`src/rtl/timer_core.sv`:
```
// Dual programmable timer core.
// Two up/down counters share one clock. Each has its own IDLE/RUN/HALT
// state machine, a one-cycle registered match pulse and a sticky irq flag.
// Counter 1 can be cascaded so that it only advances on counter 0 hits.

module timer_chan #(
  parameter int CNT_BW_p = 32
) (
  input  logic                clk,
  input  logic                rst_n,
  input  logic                en_i,
  input  logic                reload_i,
  input  logic                count_up_i,
  input  logic                tick_i,
  input  logic [CNT_BW_p-1:0] load_value_i,
  input  logic [CNT_BW_p-1:0] compare_value_i,
  output logic [CNT_BW_p-1:0] value_o,
  output logic                match_o,
  output logic                running_o,
  output logic                hit_o
);

  localparam logic [1:0] ST_IDLE = 2'd0;
  localparam logic [1:0] ST_RUN  = 2'd1;
  localparam logic [1:0] ST_HALT = 2'd2;

  localparam logic [CNT_BW_p-1:0] ONE_C = {{(CNT_BW_p-1){1'b0}}, 1'b1};

  logic                en_q;
  logic [1:0]          state_q, state_d;
  logic [CNT_BW_p-1:0] count_q, count_d;
  logic                match_q;
  logic                rise_s;
  logic                hit_s;

  // Next-state and next-count decode; enable-low beats every other event.
  always_comb begin
    state_d = state_q;
    count_d = count_q;
    hit_s   = 1'b0;
    rise_s  = en_i & ~en_q;
    if (!en_i) begin
      // Disable parks the counter but keeps its value visible.
      state_d = ST_IDLE;
    end else if (rise_s) begin
      // A fresh start loads and skips tick evaluation for this cycle.
      count_d = load_value_i;
      state_d = ST_RUN;
    end else if ((state_q == ST_RUN) && tick_i) begin
      if (count_q == compare_value_i) begin
        hit_s = 1'b1;
        if (reload_i) begin
          count_d = load_value_i;
        end else begin
          state_d = ST_HALT;
        end
      end else if (count_up_i) begin
        count_d = count_q + ONE_C;
      end else begin
        count_d = count_q - ONE_C;
      end
    end else begin
      // IDLE, HALT or no tick: everything holds.
      state_d = state_q;
    end
  end

  // State, count, enable history and match pulse registers.
  always_ff @(posedge clk or negedge rst_n) begin
    if (!rst_n) begin
      en_q    <= 1'b0;
      state_q <= ST_IDLE;
      count_q <= {CNT_BW_p{1'b0}};
      match_q <= 1'b0;
    end else begin
      en_q    <= en_i;
      state_q <= state_d;
      count_q <= count_d;
      match_q <= hit_s;
    end
  end

  assign value_o   = count_q;
  assign match_o   = match_q;
  assign running_o = (state_q == ST_RUN);
  assign hit_o     = hit_s;

endmodule

module timer_core #(
  parameter int CNT_BW_p = 32
) (
  input  logic                clk,
  input  logic                rst_n,
  input  logic                i_cnt0_en,
  input  logic                i_cnt0_reload,
  input  logic                i_cnt0_count_up,
  input  logic [CNT_BW_p-1:0] i_cnt0_load_value,
  input  logic [CNT_BW_p-1:0] i_cnt0_compare_value,
  input  logic                i_cnt1_en,
  input  logic                i_cnt1_reload,
  input  logic                i_cnt1_count_up,
  input  logic                i_cnt1_src,
  input  logic [CNT_BW_p-1:0] i_cnt1_load_value,
  input  logic [CNT_BW_p-1:0] i_cnt1_compare_value,
  input  logic [1:0]          i_irq_clr,
  output logic [CNT_BW_p-1:0] o_cnt0_value,
  output logic [CNT_BW_p-1:0] o_cnt1_value,
  output logic                o_cnt0_match,
  output logic                o_cnt1_match,
  output logic                o_cnt0_running,
  output logic                o_cnt1_running,
  output logic [1:0]          o_irq
);

  logic       hit0_s, hit1_s;
  logic       tick1_s;
  logic [1:0] irq_q, irq_d;

  // Counter 1 either free-runs or steps on counter 0 hits in the same edge.
  always_comb begin
    if (i_cnt1_src) begin
      tick1_s = hit0_s;
    end else begin
      tick1_s = 1'b1;
    end
  end

  timer_chan #(.CNT_BW_p(CNT_BW_p)) u_cnt0 (
    .clk             (clk),
    .rst_n           (rst_n),
    .en_i            (i_cnt0_en),
    .reload_i        (i_cnt0_reload),
    .count_up_i      (i_cnt0_count_up),
    .tick_i          (1'b1),
    .load_value_i    (i_cnt0_load_value),
    .compare_value_i (i_cnt0_compare_value),
    .value_o         (o_cnt0_value),
    .match_o         (o_cnt0_match),
    .running_o       (o_cnt0_running),
    .hit_o           (hit0_s)
  );

  timer_chan #(.CNT_BW_p(CNT_BW_p)) u_cnt1 (
    .clk             (clk),
    .rst_n           (rst_n),
    .en_i            (i_cnt1_en),
    .reload_i        (i_cnt1_reload),
    .count_up_i      (i_cnt1_count_up),
    .tick_i          (tick1_s),
    .load_value_i    (i_cnt1_load_value),
    .compare_value_i (i_cnt1_compare_value),
    .value_o         (o_cnt1_value),
    .match_o         (o_cnt1_match),
    .running_o       (o_cnt1_running),
    .hit_o           (hit1_s)
  );

  // Sticky irq flags: a new hit outranks a simultaneous clear.
  always_comb begin
    irq_d = (irq_q & ~i_irq_clr) | {hit1_s, hit0_s};
  end

  // Irq flag register.
  always_ff @(posedge clk or negedge rst_n) begin
    if (!rst_n) begin
      irq_q <= 2'b00;
    end else begin
      irq_q <= irq_d;
    end
  end

  assign o_irq = irq_q;

endmodule

```
`config.mk`:
```
export PLATFORM = sky130hd
export DESIGN_NAME = timer_core
export DESIGN_NICKNAME = d
export VERILOG_FILES = /design/src/rtl/timer_core.sv
export SDC_FILE = /design/constraint.sdc
export NUM_CORES = 1
export LEC_CHECK = 0
export ABC_AREA = 1
export CELL_PAD_IN_SITES_DETAIL_PLACEMENT = 1
export CELL_PAD_IN_SITES_GLOBAL_PLACEMENT = 1
export CORE_MARGIN = 2
export CORE_UTILIZATION = 35
export DETAILED_ROUTE_END_ITERATION = 16
export PLACE_DENSITY = 0.89
export SLEW_MARGIN = 40
export SYNTH_ARGS = -nofsm -noshare
export SYNTH_HDL_FRONTEND = slang
export SYNTH_SLANG_ARGS = --single-unit
```
`constraint.sdc`:
```
create_clock -name clk -period 2.5 [get_ports clk]
set_input_delay 0.375 -clock clk [delete_from_list [all_inputs] [get_ports clk]]
set_output_delay 0.375 -clock clk [all_outputs]
set_load 0.05 [all_outputs]
```
## Word-level counts from Yosys, hierarchy flattened

Cells that the tools add are included.

- Bitwise gates (word level): 7
- Muxes and demuxes: 29
- Equality and inequality tests: 12
- Reduce and logical (&&, ||, !) cells: 7
- $add $sub $neg: 4

Operators by type and width:

| cell | count |
|---|---|
| 32-bit 2-to-1 mux | 10 |
| 32-bit by 1-bit adder with 32-bit output, second input constant | 2 |
| 32-bit equality test | 2 |
| 32-bit by 1-bit subtractor with 32-bit output, second input constant | 2 |
| 2-bit 2-to-1 mux | 10 |
| 3-bit by 1-bit != test with 1-bit output, second input constant | 4 |
| 3-bit by 2-bit != test with 1-bit output, second input constant | 4 |
| 3-bit AND reduction | 4 |
| 1-bit 2-to-1 mux | 9 |
| 2-bit by 1-bit equality test with 1-bit output, second input constant | 2 |
| 2-bit nonzero test | 2 |
| 1-bit AND | 2 |
| 2-bit AND | 1 |
| 1-bit inverter | 2 |
| 2-bit inverter | 1 |
| 2-bit bitwise OR | 1 |
| 1-bit logical AND | 1 |

- Input port bits: 139
- Logic and storage cells: 68
- Bits in registers: 74

## Depth between registers and ports, before layout

- Depth in word-level cells: 11
- Gate-level depth with buffers: 17
- Depth with buffers taken out: 16

## Modules after synthesis

A second synthesis with hierarchy kept.

- Cell total of the unflattened synthesis: 1999
- Area, all modules: 10520.1 um^2

By module, submodules not included:

| module | times used | seq. area each (um^2) | cells each | area each (um^2) |
|---|---|---|---|---|
| timer_chan (u_cnt1) | 1 | 900.9 | 992 | 5221.3 |
| timer_chan (u_cnt0) | 1 | 900.9 | 995 | 5211.2 |
| timer_core | 1 | 50.0 | 12 | 87.6 |

## Worst setup path after synthesis

OpenSTA, ideal clock, no wires.

- Path type: in2reg
- From: input port i_cnt1_count_up
- To: register u_cnt1.count_q[19] (netlist: u_cnt1.value_o[19])
- Setup time: 0.119 ns
- Path buffers: 0
- Data required time: 2.381 ns
- Setup slack: -0.056 ns
- Arrival time: 2.437 ns
- Stages: 14
- Cells stage by stage: inv_1 ha_1 or2_2 and2_1 nand2_1 nand2_1 nand2_1 nand2_1 nand3_1 nand3_1 nand3_1 nand2_1 nand2_1 nand2_1

- Cells in the longest elaborated chain, start to end: 4

RTL lines:

| what | line | source |
|---|---|---|
| start: declaration | 102 | `input logic i_cnt1_count_up,` |
| 32-bit 2-to-1 mux | 57 | `end else if (count_up_i) begin` |
| 32-bit 2-to-1 mux | 50 | `if (count_q == compare_value_i) begin` |
| 32-bit 2-to-1 mux | 49 | `end else if ((state_q == ST_RUN) && tick_i) begin` |
| 32-bit 2-to-1 mux | 45 | `end else if (rise_s) begin` |
| end signal: assignment | 73 | `count_q <= {CNT_BW_p{1'b0}};` |
| end signal: assignment | 78 | `count_q <= count_d;` |
| end: declaration | 31 | `logic [CNT_BW_p-1:0] count_q, count_d;` |

No other way between the ends. The select of a mux whose other input is x is not followed.
A chain may end at the register's enable or synchronous reset.

## Final worst setup path

- From: input port i_cnt0_count_up
- To: register u_cnt0.count_q[22] (netlist: u_cnt0.value_o[22])

- Cells in the longest elaborated chain, start to end: 4

RTL lines:

| what | line | source |
|---|---|---|
| start: declaration | 97 | `input logic i_cnt0_count_up,` |
| 32-bit 2-to-1 mux | 57 |  |
| 32-bit 2-to-1 mux | 50 |  |
| 32-bit 2-to-1 mux | 49 |  |
| 32-bit 2-to-1 mux | 45 |  |
| end signal: assignment | 73 |  |
| end signal: assignment | 78 |  |
| end: declaration | 31 |  |

No other way between the ends. The select of a mux whose other input is x is not followed.

==> results.md <==
- Status: finished clean
- I/O Buffers: 208
- Worst min path class: in2async
- Mapped cell area: 0.00832 sq mm
- Leading area contributor after synthesis: dfrtp_1
- Seq cells post-synth: 74
- Layout cell share with drive strength beyond 1: 15.4%
- Via count: 10.9k
- Max-slew violations: 0
- P_leak: 6.19 nW
- Crit Path Class: in2reg
- Worst path bufs/invs: 3
- Final net count: 1930
- Clock Latency Late Sink: 0.36 ns
- # setup viols final: 0
- HPWL Detailed: 31400 um
- CP most frequent cell: nand2_1
- Clock sinks: 74
- Maxcap violations: 0
- DIE AREA: 0.0250 sq mm
- Antenna Nets Post-Route: 0
- Worst path depth: 14
- Clk pwr share: 9.7%
- ANT cells: 0
- Vias in the first global route: 11.7k
- TritonCTS clock tree: built
- R2r startpoint: u_cnt0.value_o[31]
- Root buffer cell: clkbuf_16
- Count of final hold-check violations: 0
- Startpoint Class: input pin
- Clock tree buffer depth: 2
- Crit path max fanout: 25
- GP Congestion: 0.929
- Largest net degree at the start of global routing: 43
- Comb power frac: 74.8%
- Crit path required time: 2.74 ns
- Cell-internal power: 0.00780 W
- Net Sw Frac: 52.9%
- Synth warn: 0
- Std-Cell Rows: 56
- Design area: 0.0127 sq mm
- Synth top area share: 22.3%
- P_sw: 0.00876 W
- Worst r2r path cells: 13
- Initial antenna violation count: 0
- CP peak stage delay: 0.39 ns
- Slowest CP cell: ha_1
- Layout Skew: 0.00774 ns
- Worst VDD drop: 0.761 mV
- Power Dens Cells: 1310 mW/mm^2
- RSZ-0062 raised after global routing: true
- Worst slew pin tran: 0.549 ns
- Fin crit share: 98.2%
- Drt wl/cell: 19.2 um
- Worst EP arrival: 2.70 ns
- Ranking of synthesized cells by area: dfrtp_1 (22%), nand2_1 (22%), ha_1 (9.0%)
- Post-placement cell count: 2036
- Core area: 0.0234 sq mm
- First-pass GRT wire length: 60200 um
- Power Total: 0.0166 W
- Cell Count, Final, Fillers Out: 2052
- Initial DRC count: 553
- Max transition margin: 63.4%
- Clock-pin slew on the worst setup and hold paths: 0.06 ns
- Seq/Total Area, Yosys: 22.3%
- Fillers: 3135
- Critical Path End Type: flip-flop
- GRT Residual Overflow: 0
- Syn Nets: 1543
- Netlist cell types: 36
- Initial Utilization: 35.5%
- Die outline width: 158 um
- Cts hold-fix bufs: 0
- H-tree depth: 3
- Clock buffer count from CTS: 9
- Cell Chain, Critical Path: dlygate4sd2_1, clkinvlp_4, buf_12, ha_1, a21oi_1, o21ai_1, a21oi_1, nand2_1, nand3_1, nand2_1, nand2_1, nand3_1, nand3_1, nand2_1
- GRT Total Usage: 31.2%
- Syn Area/Cell: 6.20 sq um
- Most frequent cells in the layout: nand2_1 (475), clkdlybuf4s50_1 (205), buf_4 (186), inv_1 (125), nand3_1 (119)
- Via-per-instance ratio: 5.31
- Sequential share of power: 15.5%
- R2R setup slack: 0.15 ns
- Cells after Synth: 1342
- Worst path top cell family by delay: simple AND/OR/NAND/NOR gates
- Final min period: 2.45 ns
- First-pass DRT Iterations: 5
- Layout area overhead: 52.1%
- Total Wirelength: 39400 um
- Drc violations: 0
- Die Ht: 158 um
- Peak Freq: 0.407 GHz
- DP Area: 0.0122 sq mm
- Commonest non-fill, non-tap cell in the layout: nand2_1
- # IOs: 209
- Worst R2R End: u_cnt1.value_o[3]
[metal layers]
metal | up-vias | share of wire [%] | global-route usage, %
met5 | - | 0 | 0
met4 | 0 | 3.9 | 13.2
met3 | 90 | 4.6 | 4.93
met2 | 337 | 52 | 58.4
met1 | 5360 | 40 | 34.8
li1 | 5119 | - | -
[power groups by stage]
stage	logic, W	registers, W	clock network [W]
floorplan	0.00522	0.00395	0
global placement	0.0114	0.00251	0
detailed placement	0.0119	0.00255	0
CTS	0.0121	0.00254	0.00161
global route	0.0133	0.00262	0.00166
finish	0.0124	0.00256	0.00161
[cells in the mapped netlist (all sizes together)]
cell type,instances
nand2,482
inv,130
nand3,128
nor2,122
a21oi,76
dfrtp,74
xnor2,72
o21ai,62
ha,60
or2,32
buf,21
o211ai,16
nand4,12
nor3,11
nand3b,9
clkbuf,6
o21bai,6
xor2,6
a21o,5
o21a,4
and2,3
fa,2
nor4,2
a31oi,1
[logic make-up (layout without fill, tap and decap cells)]
kind of cell | count (synthesis) | after routing | share of synthesized area [%]
buffers and inverters | 157 | 548 | 7.94
adder cells (fa/ha/maj) | 62 | 62 | 9.51
AND/OR/NAND/NOR | 801 | 801 | 40.9
flip-flops | 74 | 74 | 22.3
AO/OA/AOI/OAI | 170 | 170 | 11.2
XOR/XNOR | 78 | 78 | 8.21
[worst max-delay path by stage]
stage	start	slack [ns]	end
2_1_floorplan	i_cnt0_count_up	0.03	u_cnt0.value_o[16]
3_3_place_gp	i_cnt1_count_up	-0.49	u_cnt1.value_o[29]
3_5_place_dp	i_cnt1_count_up	-0.66	u_cnt1.value_o[14]
4_1_cts	i_cnt1_compare_value[22]	0.02	u_cnt1.value_o[24]
5_1_grt	i_cnt0_count_up	-0.10	u_cnt0.value_o[30]
6_report	i_cnt0_count_up	0.05	u_cnt0.value_o[22]
[per-stage QoR]
step	hold WS [ns]	setup TNS, ns	utilization [%]	worst slack, ns
CTS	0.0111	0	53.6	0.0150
global placement	0.391	-19.91	52.1	-0.486
global route	0.0277	-0.536	54.1	-0.105
floorplan	0.0794	0	-	0.0288
detailed placement	0.388	-27.51	52.1	-0.656
finish	0.00416	0	54.1	0.0457
[registers in the layout, indices dropped and copies added, names as in the netlist]
register,cells
u_cnt0.en_q,1
u_cnt1.value_o,32
u_cnt1.en_q,1
u_cnt1.match_o,1
u_cnt0.state_q,2
u_cnt0.match_o,1
o_irq,2
u_cnt1.state_q,2
u_cnt0.value_o,32
[cell type report]
cell class	count	area, sq um	area share [%]
Clock buffer	10	239	1.89
Clock inverter	5	103	0.811
Inverter	130	498	3.94
Multi-Input combinational cell	1111	5920	46.8
Sequential cell	74	1850	14.6
Tap cell	319	399	3.15
Timing Repair Buffer	403	3640	28.8
[worst register-to-register path: cells and delay by family, from the launching register on]
family                 cells  cell delay, ns
AND/OR/NAND/NOR            9            1.12
flip-flops                 1            0.43
buffers and inverters      2            0.33
XOR/XNOR                   1            0.28
AO/OA/AOI/OAI              1            0.12
[repair_timing]
action / CTS / global route
gates resized for setup: 6 / 38
pin swaps: 2 / 0
buffers inserted: 1 / 0
hold endpoints to repair: 0 / 0
endpoints found under the setup margin: 47 / 41
Note: power is estimated with default switching activity, not from simulation.
